<file path="src/rtl/ddr_bridge_pkg.sv">
// rtl/ddr_bridge_pkg.sv - shared types and constants for the DDR line bridge
`timescale 1ns/1ps
package ddr_bridge_pkg;

    localparam int BEAT_W         = 64;
    localparam int LINE_W         = 512;
    localparam int BEATS_PER_LINE = 8;
    localparam int CNT_W          = 4;

    localparam logic [CNT_W-1:0] CNT_ONE = CNT_W'(1);

    typedef enum logic [1:0] {
        IDLE,
        BUSY,
        DONE
    } state_t;

endpackage

</file>
<file path="src/rtl/ddr_line_bridge.sv">
// rtl/ddr_line_bridge.sv - splits 512-bit line requests into 64-bit beats and reassembles reads
//
// Ports:
//   clock, reset_n          single clock, asynchronous active-low reset
//   ddr_*                   single-cycle line request from the core, read line,
//                           done pulse and ready level back to the core
//   mem_req_*               beat request channel (valid/ready) to memory
//   mem_resp_*              in-order beat responses (read data or write ack)
//   perf_*                  line/stall counters, present only with DDR_BRIDGE_PERF_EN
`timescale 1ns/1ps
module ddr_line_bridge
    import ddr_bridge_pkg::*;
#(
    parameter int ADDR_WIDTH      = 32,
    parameter int MAX_OUTSTANDING = 4
) (
    input  logic                  clock,
    input  logic                  reset_n,
    input  logic                  ddr_chip_enable,
    input  logic [63:0]           ddr_index,
    input  logic                  ddr_write_enable,
    input  logic                  ddr_burst_mode,
    input  logic [LINE_W-1:0]     ddr_write_data,
    output logic [LINE_W-1:0]     ddr_read_data,
    output logic                  ddr_operation_done,
    output logic                  ddr_ready,
    output logic                  mem_req_valid,
    input  logic                  mem_req_ready,
    output logic [ADDR_WIDTH-1:0] mem_req_addr,
    output logic                  mem_req_write,
    output logic [BEAT_W-1:0]     mem_req_wdata,
    input  logic                  mem_resp_valid,
    input  logic [BEAT_W-1:0]     mem_resp_rdata
`ifdef DDR_BRIDGE_PERF_EN
    ,
    output logic [31:0]           perf_rd_lines,
    output logic [31:0]           perf_wr_lines,
    output logic [31:0]           perf_stall_cycles
`endif
);

    state_t state, state_next;

    logic [63:0]       idx_q;
    logic              wr_q;
    logic              burst_q;
    logic [LINE_W-1:0] wdata_q;
    logic [LINE_W-1:0] rdata_q;
    logic [CNT_W-1:0]  issued_q;
    logic [CNT_W-1:0]  recv_q;
    logic [CNT_W-1:0]  outst_q;

    logic [CNT_W-1:0]  total;
    logic              xfer;
    logic              resp_in;
    logic              last_resp;
    logic [63:0]       word_idx;
    logic [66:0]       byte_addr;
    logic              unused_addr_bits;

    assign total     = burst_q ? CNT_W'(BEATS_PER_LINE) : CNT_ONE;
    assign xfer      = mem_req_valid && mem_req_ready;
    // Responses outside BUSY are stray (e.g. late after a reset) and are dropped.
    assign resp_in   = (state == BUSY) && mem_resp_valid;
    assign last_resp = resp_in && (recv_q == total - CNT_ONE);

    // Adding the beat number to the word index before the 3-bit shift gives the
    // same low ADDR_WIDTH bits as {index,3'b000} + 8*k, so truncation wraps naturally.
    assign word_idx  = (burst_q ? {idx_q[63:3], 3'b000} : idx_q) + {60'b0, issued_q};
    assign byte_addr = {word_idx, 3'b000};
    assign unused_addr_bits = ^byte_addr;

    assign mem_req_valid = (state == BUSY) && (issued_q < total) &&
                           (outst_q < CNT_W'(MAX_OUTSTANDING));
    assign mem_req_addr  = byte_addr[ADDR_WIDTH-1:0];
    assign mem_req_write = wr_q;
    assign ddr_read_data = rdata_q;

    // Single beats always use slot 0, which is where issued_q sits for them.
    always_comb begin
        mem_req_wdata = wdata_q[BEAT_W-1:0];
        for (int k = 0; k < BEATS_PER_LINE; k++) begin
            if (issued_q[2:0] == 3'(k)) begin
                mem_req_wdata = wdata_q[k*BEAT_W +: BEAT_W];
            end
        end
    end

    always_ff @(posedge clock or negedge reset_n) begin
        if (!reset_n) begin
            state <= IDLE;
        end else begin
            state <= state_next;
        end
    end

    always_comb begin
        state_next         = state;
        ddr_ready          = 1'b0;
        ddr_operation_done = 1'b0;
        case (state)
            IDLE: begin
                ddr_ready = 1'b1;
                if (ddr_chip_enable) begin
                    state_next = BUSY;
                end
            end
            BUSY: begin
                if (last_resp) begin
                    state_next = DONE;
                end
            end
            DONE: begin
                ddr_operation_done = 1'b1;
                state_next         = IDLE;
            end
            default: state_next = IDLE;
        endcase
    end

    always_ff @(posedge clock or negedge reset_n) begin
        if (!reset_n) begin
            idx_q    <= '0;
            wr_q     <= 1'b0;
            burst_q  <= 1'b0;
            wdata_q  <= '0;
            rdata_q  <= '0;
            issued_q <= '0;
            recv_q   <= '0;
            outst_q  <= '0;
        end else begin
            case (state)
                IDLE: begin
                    if (ddr_chip_enable) begin
                        idx_q    <= ddr_index;
                        wr_q     <= ddr_write_enable;
                        burst_q  <= ddr_burst_mode;
                        wdata_q  <= ddr_write_data;
                        issued_q <= '0;
                        recv_q   <= '0;
                        outst_q  <= '0;
                        // Cleared so single reads return zero above the first beat.
                        if (!ddr_write_enable) begin
                            rdata_q <= '0;
                        end
                    end
                end
                BUSY: begin
                    if (xfer) begin
                        issued_q <= issued_q + CNT_ONE;
                    end
                    case ({xfer, resp_in})
                        2'b10:   outst_q <= outst_q + CNT_ONE;
                        2'b01:   outst_q <= outst_q - CNT_ONE;
                        default: outst_q <= outst_q;
                    endcase
                    if (resp_in) begin
                        recv_q <= recv_q + CNT_ONE;
                        if (!wr_q) begin
                            for (int k = 0; k < BEATS_PER_LINE; k++) begin
                                if (recv_q[2:0] == 3'(k)) begin
                                    rdata_q[k*BEAT_W +: BEAT_W] <= mem_resp_rdata;
                                end
                            end
                        end
                    end
                end
                default: ;
            endcase
        end
    end

`ifdef DDR_BRIDGE_PERF_EN
    always_ff @(posedge clock or negedge reset_n) begin
        if (!reset_n) begin
            perf_rd_lines     <= '0;
            perf_wr_lines     <= '0;
            perf_stall_cycles <= '0;
        end else begin
            if (state == DONE && !wr_q) begin
                perf_rd_lines <= perf_rd_lines + 32'd1;
            end
            if (state == DONE && wr_q) begin
                perf_wr_lines <= perf_wr_lines + 32'd1;
            end
            if (mem_req_valid && !mem_req_ready) begin
                perf_stall_cycles <= perf_stall_cycles + 32'd1;
            end
        end
    end
`endif

endmodule

</file>
<file path="config.mk">
export PLATFORM = sky130hd
export DESIGN_NAME = ddr_line_bridge
export DESIGN_NICKNAME = d
export VERILOG_FILES = /design/src/rtl/ddr_bridge_pkg.sv /design/src/rtl/ddr_line_bridge.sv
export SDC_FILE = /design/constraint.sdc
export NUM_CORES = 2
export LEC_CHECK = 0
export ABC_AREA = 1
export ABC_CLOCK_PERIOD_IN_PS = 4300
export CAP_MARGIN = 30
export CORE_AREA = 10 10 487 489
export DETAILED_ROUTE_END_ITERATION = 7
export DIE_AREA = 0 0 497 499
export PLACE_DENSITY_LB_ADDON = 0.2
export RECOVER_POWER = 25
export SLEW_MARGIN = 5
export SYNTH_ARGS = -nofsm -noshare
export SYNTH_HDL_FRONTEND = slang
export SYNTH_SLANG_ARGS = --single-unit
</file>
<file path="constraint.sdc">
create_clock -name clock -period 4.3 [get_ports clock]
set_input_delay 0.645 -clock clock [delete_from_list [all_inputs] [get_ports clock]]
set_output_delay 0.645 -clock clock [all_outputs]
set_load 0.02 [all_outputs]
</file>
# Yosys cells after proc, flatten, opt, wreduce, memory -nomap -nowiden
# Cells that the tools add are included.
word_totals:
  input_bits: 647
  elab_cells: 113
  regBits: 1069
  out_inout_bits: 612
classes:
  n_addsub: 6
  reduce_logical: 21
  mux: 34
  magnitude_cmp: 2
  n_eq_ne: 34
ops:
  columns: ["operator", "n"]
  rows:
  - ["$mux W512", 4]
  - ["$pmux W512 S2", 1]
  - ["$mux W64", 15]
  - ["$reduce_and A6 Y1", 8]
  - ["$pmux W4 S2", 4]
  - ["$add A29 B4 Y29", 1]
  - ["$eq A3 B3 Y1 const B", 8]
  - ["$mux W4", 4]
  - ["$ne A2 B1 Y1 const B", 8]
  - ["$add A4 B1 Y4 const B", 3]
  - ["$eq A3 B2 Y1 const B", 4]
  - ["$ne A2 B2 Y1 const B", 6]
  - ["$reduce_and A3 Y1", 3]
  - ["$sub A4 B1 Y4 const B", 2]
  - ["$eq A3 B1 Y1 const B", 2]
  - ["$logic_and A1 B1 Y1", 5]
  - ["$eq A2 B1 Y1 const B", 2]
  - ["$eq A2 B2 Y1 const B", 2]
  - ["$eq A4 B4 Y1", 1]
  - ["$lt A4 B3 Y1 const B", 1]
  - ["$lt A4 B4 Y1", 1]
  - ["$mux W2", 2]
  - ["$pmux W2 S2", 1]
  - ["$reduce_and A2 Y1", 2]
  - ["6 further kinds", 7]

# Depth between registers and ports, before layout
logic_depth:
  ltp_word: 8
  mapped_depth: 15
  mapped_depth_nobuf: 15

# Worst setup path before layout
# OpenSTA, ideal clock, no wires.
synth_path:
  path_type: "reg2out"
  start: "register issued_q[2]"
  end: "output port mem_req_wdata[10]"
  arrival_time_ns: 2.143
  setup_slack_ns: 1.512
  path_stages_with_launch: 14
  n_path_buf: 5
  required_time_ns: 3.655
  cell_sequence: "dfrtp_1 -> buf_2 -> inv_2 -> buf_2 -> buf_2 -> ha_1 -> clkbuf_1 -> clkbuf_1 -> nand2_1 -> nand3_1 -> nand3_1 -> nand2_1 -> nand2_1 -> nand2_1"
synth_between:
  elab_chain_len: 8
  elab_cells_between_ends: 14
  classes_between: "eq/ne (7); mux (7)"
synth_lines:
  columns: ["element", "line_no", "source"]
  rows:
  - ["start, declared", "ddr_line_bridge.sv:49", "logic [CNT_W-1:0] issued_q;"]
  - ["start signal, assigned", "ddr_line_bridge.sv:150", "issued_q <= issued_q + CNT_ONE;"]
  - ["$eq A3 B1 Y1", "ddr_line_bridge.sv:83", "if (issued_q[2:0] == 3'(k)) begin"]
  - ["$mux W64 (6 in a row)", "ddr_line_bridge.sv:83", null]
  - ["$mux W64 (*)", "ddr_line_bridge.sv:83", null]
  - ["end, declared", "ddr_line_bridge.sv:31", "output logic [BEAT_W-1:0] mem_req_wdata,"]
# Mark *: on every way between the ends. The rest lies on a longest branch, timed or not.

# Final worst setup path
layout_path:
  start: "register issued_q[0]"
  end: "output port mem_req_wdata[18]"
# The elaborated chain is that of the path after synthesis.

==> impl_metrics.toml <==
[status]
status = "finished with violations"
violations = "capacitance limit, slew limit"

[global_route]
grt_usage = 0.184
antenna_found_initial = 88
grt_max_degree = 129
grt_pass1_vias = 42909
grt-ovfl-total = 0
grt_pass1_wl_mm = 333

[sta]
period_needed_ns = 4.15
hold_viol = 0
final_max_slew_viol_count = 69
fmax_mhz = 241
fin_crit_sh = 0.966
final-setup-viol-count = 0
fin_skew_ns = 0.0607
relSlewSlack = -0.851
grt_setup_unrepaired = "yes"
worstMarginPinSlew_ns = 2.78

[synthesis]
syn_area_um2 = 46500
yosys-top-cells-area = "dfrtp_1 58%, nand2_1 19%, nor2_1 4.4%"
async_reset_ff_frac = 1.00
yosysTopAreaCell = "dfrtp_1"
synth_cell_type_count = 37
synth_seq_cells = 1069
synth_flop_cell = "dfrtp_1"
avgSynthCellArea_um2 = 8.16
yosysSeqAreaShare = 0.575
netlist_instances = 5699
synth.top_cell.area_share = 0.575
synth_warnings = 0
synth_edf_count = 0

[worst_setup_path]
worstPathRequired_ns = 3.65
cpPeakStageDelay_ns = 0.64
path_common_cell = "nand2_1"
critical_path.top_delay_family = "buffers and inverters"
end_kind = "output pin"
crit_slowest_cell = "clkdlybuf4s50_1"
path_buf_inv = 4
crit_fanout = 22
cp.arrival_ns = 3.51
crit_type = "reg -> out"
worstPathCellList = "ha_2 > ha_4 > inv_2 > buf_12 > nand2_1 > inv_1 > nand2_1 > nand3_1 > nand3_1 > nand2_1 > nand2_1 > nand2_1 > clkdlybuf4s50_1"
start_kind = "flip-flop"

[cells_and_area]
layout_common_cells = "2316 x nand2_1, 1155 x clkdlybuf4s50_1, 1065 x dfrtp_1"
layout-drive-gt1-share = 0.0666
area_growth_syn_to_layout_pct = 44.5
final_common_cell = "nand2_1"
fin_area_um2 = 67200
nets = 7515

[detailed_routing]
via_per_inst = 4.24
ant_nets = 0
wl_per_cell_um = 23.7
drt_wl_total_mm = 237
num_vias = 42355
first_pass_iters = 6
drtIter0Drc = 2755
drcViolationCount = 0

[die]
rows = 175
die_height_um = 499
start_util = 0.205
coreArea_um2 = 227000
dieArea_um2 = 248000
io_pins = 1259
die_x_um = 497

[cts]
clockBufferDepth = 3
clock_latency_ns = 0.83
root_buffer = "clkbuf_16"
cts_num_sinks = 1069
htree_levels = 4
cts_tree = "yes"
cts_buffers = 133
clkSlewWorstSetupHoldPaths_ns = 0.06

[placed_design]
hpwl_mm = 182
dpl_cell_area_um2 = 62400
portBuffers = 1220
gp_congestion = 0.850

[power]
power_w = 0.0583
ir_worst_vdd_v = 0.000426
p_per_area_nw_per_um2 = 867
p_leak_nw = 31.7

[hold_path]
hp-class = "in -> reg"

[job]
drv_cap = 1
-- synthesized netlist by cell type (2+ instances only) --
cell / count
ha_1: 19
buf_2: 167
or2_2: 64
fa_1: 2
buf_1: 21
inv_2: 6
dfrtp_1: 1069
a21oi_1: 396
nor3_1: 9
buf_4: 75
nand4_1: 7
xor2_1: 17
nand3_1: 398
nor3_2: 6
a31oi_1: 2
o21ai_0: 201
nor2_1: 550
xnor2_1: 7
o22ai_1: 2
nand3b_1: 4
clkbuf_1: 95
inv_1: 232
o21ai_1: 10
nor2_4: 2
nand2_1: 2325
o211ai_2: 2
-- state kept, by name, indices dropped and copies added (netlist names) --
register       cells
ddr_read_data    512
wdata_q          512
idx_q             29
issued_q           4
outst_q            4
recv_q             4
state              2
burst_q            1
mem_req_write      1
-- stage by stage --
| stage | worst slack, ns | hold WS (ns) | instances | TNS (ns) | utilization |
|---|---|---|---|---|---|
| final | 0.147 | 0.367 | 9993 | 0 | 0.296 |
| after global routing | -0.00710 | 0.325 | 9972 | -0.00710 | 0.296 |
| after CTS | -0.0000431 | 0.286 | 9958 | -0.0000431 | 0.296 |
| after detailed placement | 0.358 | 0.451 | 9714 | 0 | 0.275 |
| after global placement | 0.346 | 0.445 | 9714 | 0 | 0.275 |
| after floorplan | 1.51 | 0.349 | 5701 | 0 | - |
-- where the power goes --
| group | internal, W | total (W) | switching, W | leakage (nW) |
|---|---|---|---|---|
| clock network | 0.00676 | 0.0116 | 0.00489 | 2.22 |
| registers | 0.0150 | 0.0177 | 0.00273 | 13.0 |
| logic | 0.0103 | 0.0289 | 0.0186 | 16.5 |
| total | 0.0321 | 0.0583 | 0.0262 | 31.7 |
-- worst min-delay path, stage by stage --
cell and delay [ns]:
clkdlybuf4s50_1 0.39, nand2_1 0.06, nand2_1 0.04
-- path summary, 6_finish.rpt --
kind                       slack (ns)                 from                 end  cells after the start
setup / recovery                 0.15          issued_q[0]   mem_req_wdata[18]                     13
hold / removal                   0.37  ddr_write_data[506]        wdata_q[506]                      3
setup reg to reg                 1.62              burst_q          outst_q[3]                     15
hold reg to reg                  0.46         wdata_q[309]        wdata_q[309]                      2
max in group asynchronous        0.51              reset_n  ddr_read_data[219]                      4
min in group asynchronous        1.31              reset_n  ddr_read_data[461]                      2
-- per-layer routing --
layer,up-vias,wire (um),track usage
met3,339,17900,0.0604
met2,1320,121000,0.332
met1,20431,90100,0.204
li1,20187,-,-
met4,78,7310,0.0579
met5,-,508,0
-- layout make-up --
cell class / instances / area (um2)
diodes: 35 / 87.6
multi-input cells: 4035 / 17300
well taps: 3009 / 3760
flip-flops and latches: 1069 / 26800
inverters: 239 / 910
clock inverters: 45 / 702
clock buffers: 192 / 3860
fillers: 24735 / 160000
repair buffers: 1369 / 13800
-- kinds of logic (layout without fill, tap and decap cells) --
family | count (synthesis) | in the layout | share of synthesized area
other | 1 | 38 | 0.0000806
buffers and inverters | 597 | 1845 | 0.0588
xor gates and xnor gates | 24 | 24 | 0.00452
AOI/OAI and AO/OA | 616 | 616 | 0.0669
and+or+nand+nor | 3371 | 3371 | 0.289
DFF | 1069 | 1069 | 0.575
adders and majority gates | 21 | 21 | 0.00597
-- timing repair --
item	in CTS	in global routing
hold endpoints to repair	52	0
pin swaps	1	0
setup buffers	5	0
gates resized for setup	71	30
hold buffers	1	0
cloned	1	0
endpoints found under the setup margin	70	34
No activity file was read; power rests on OpenSTA's default activity.
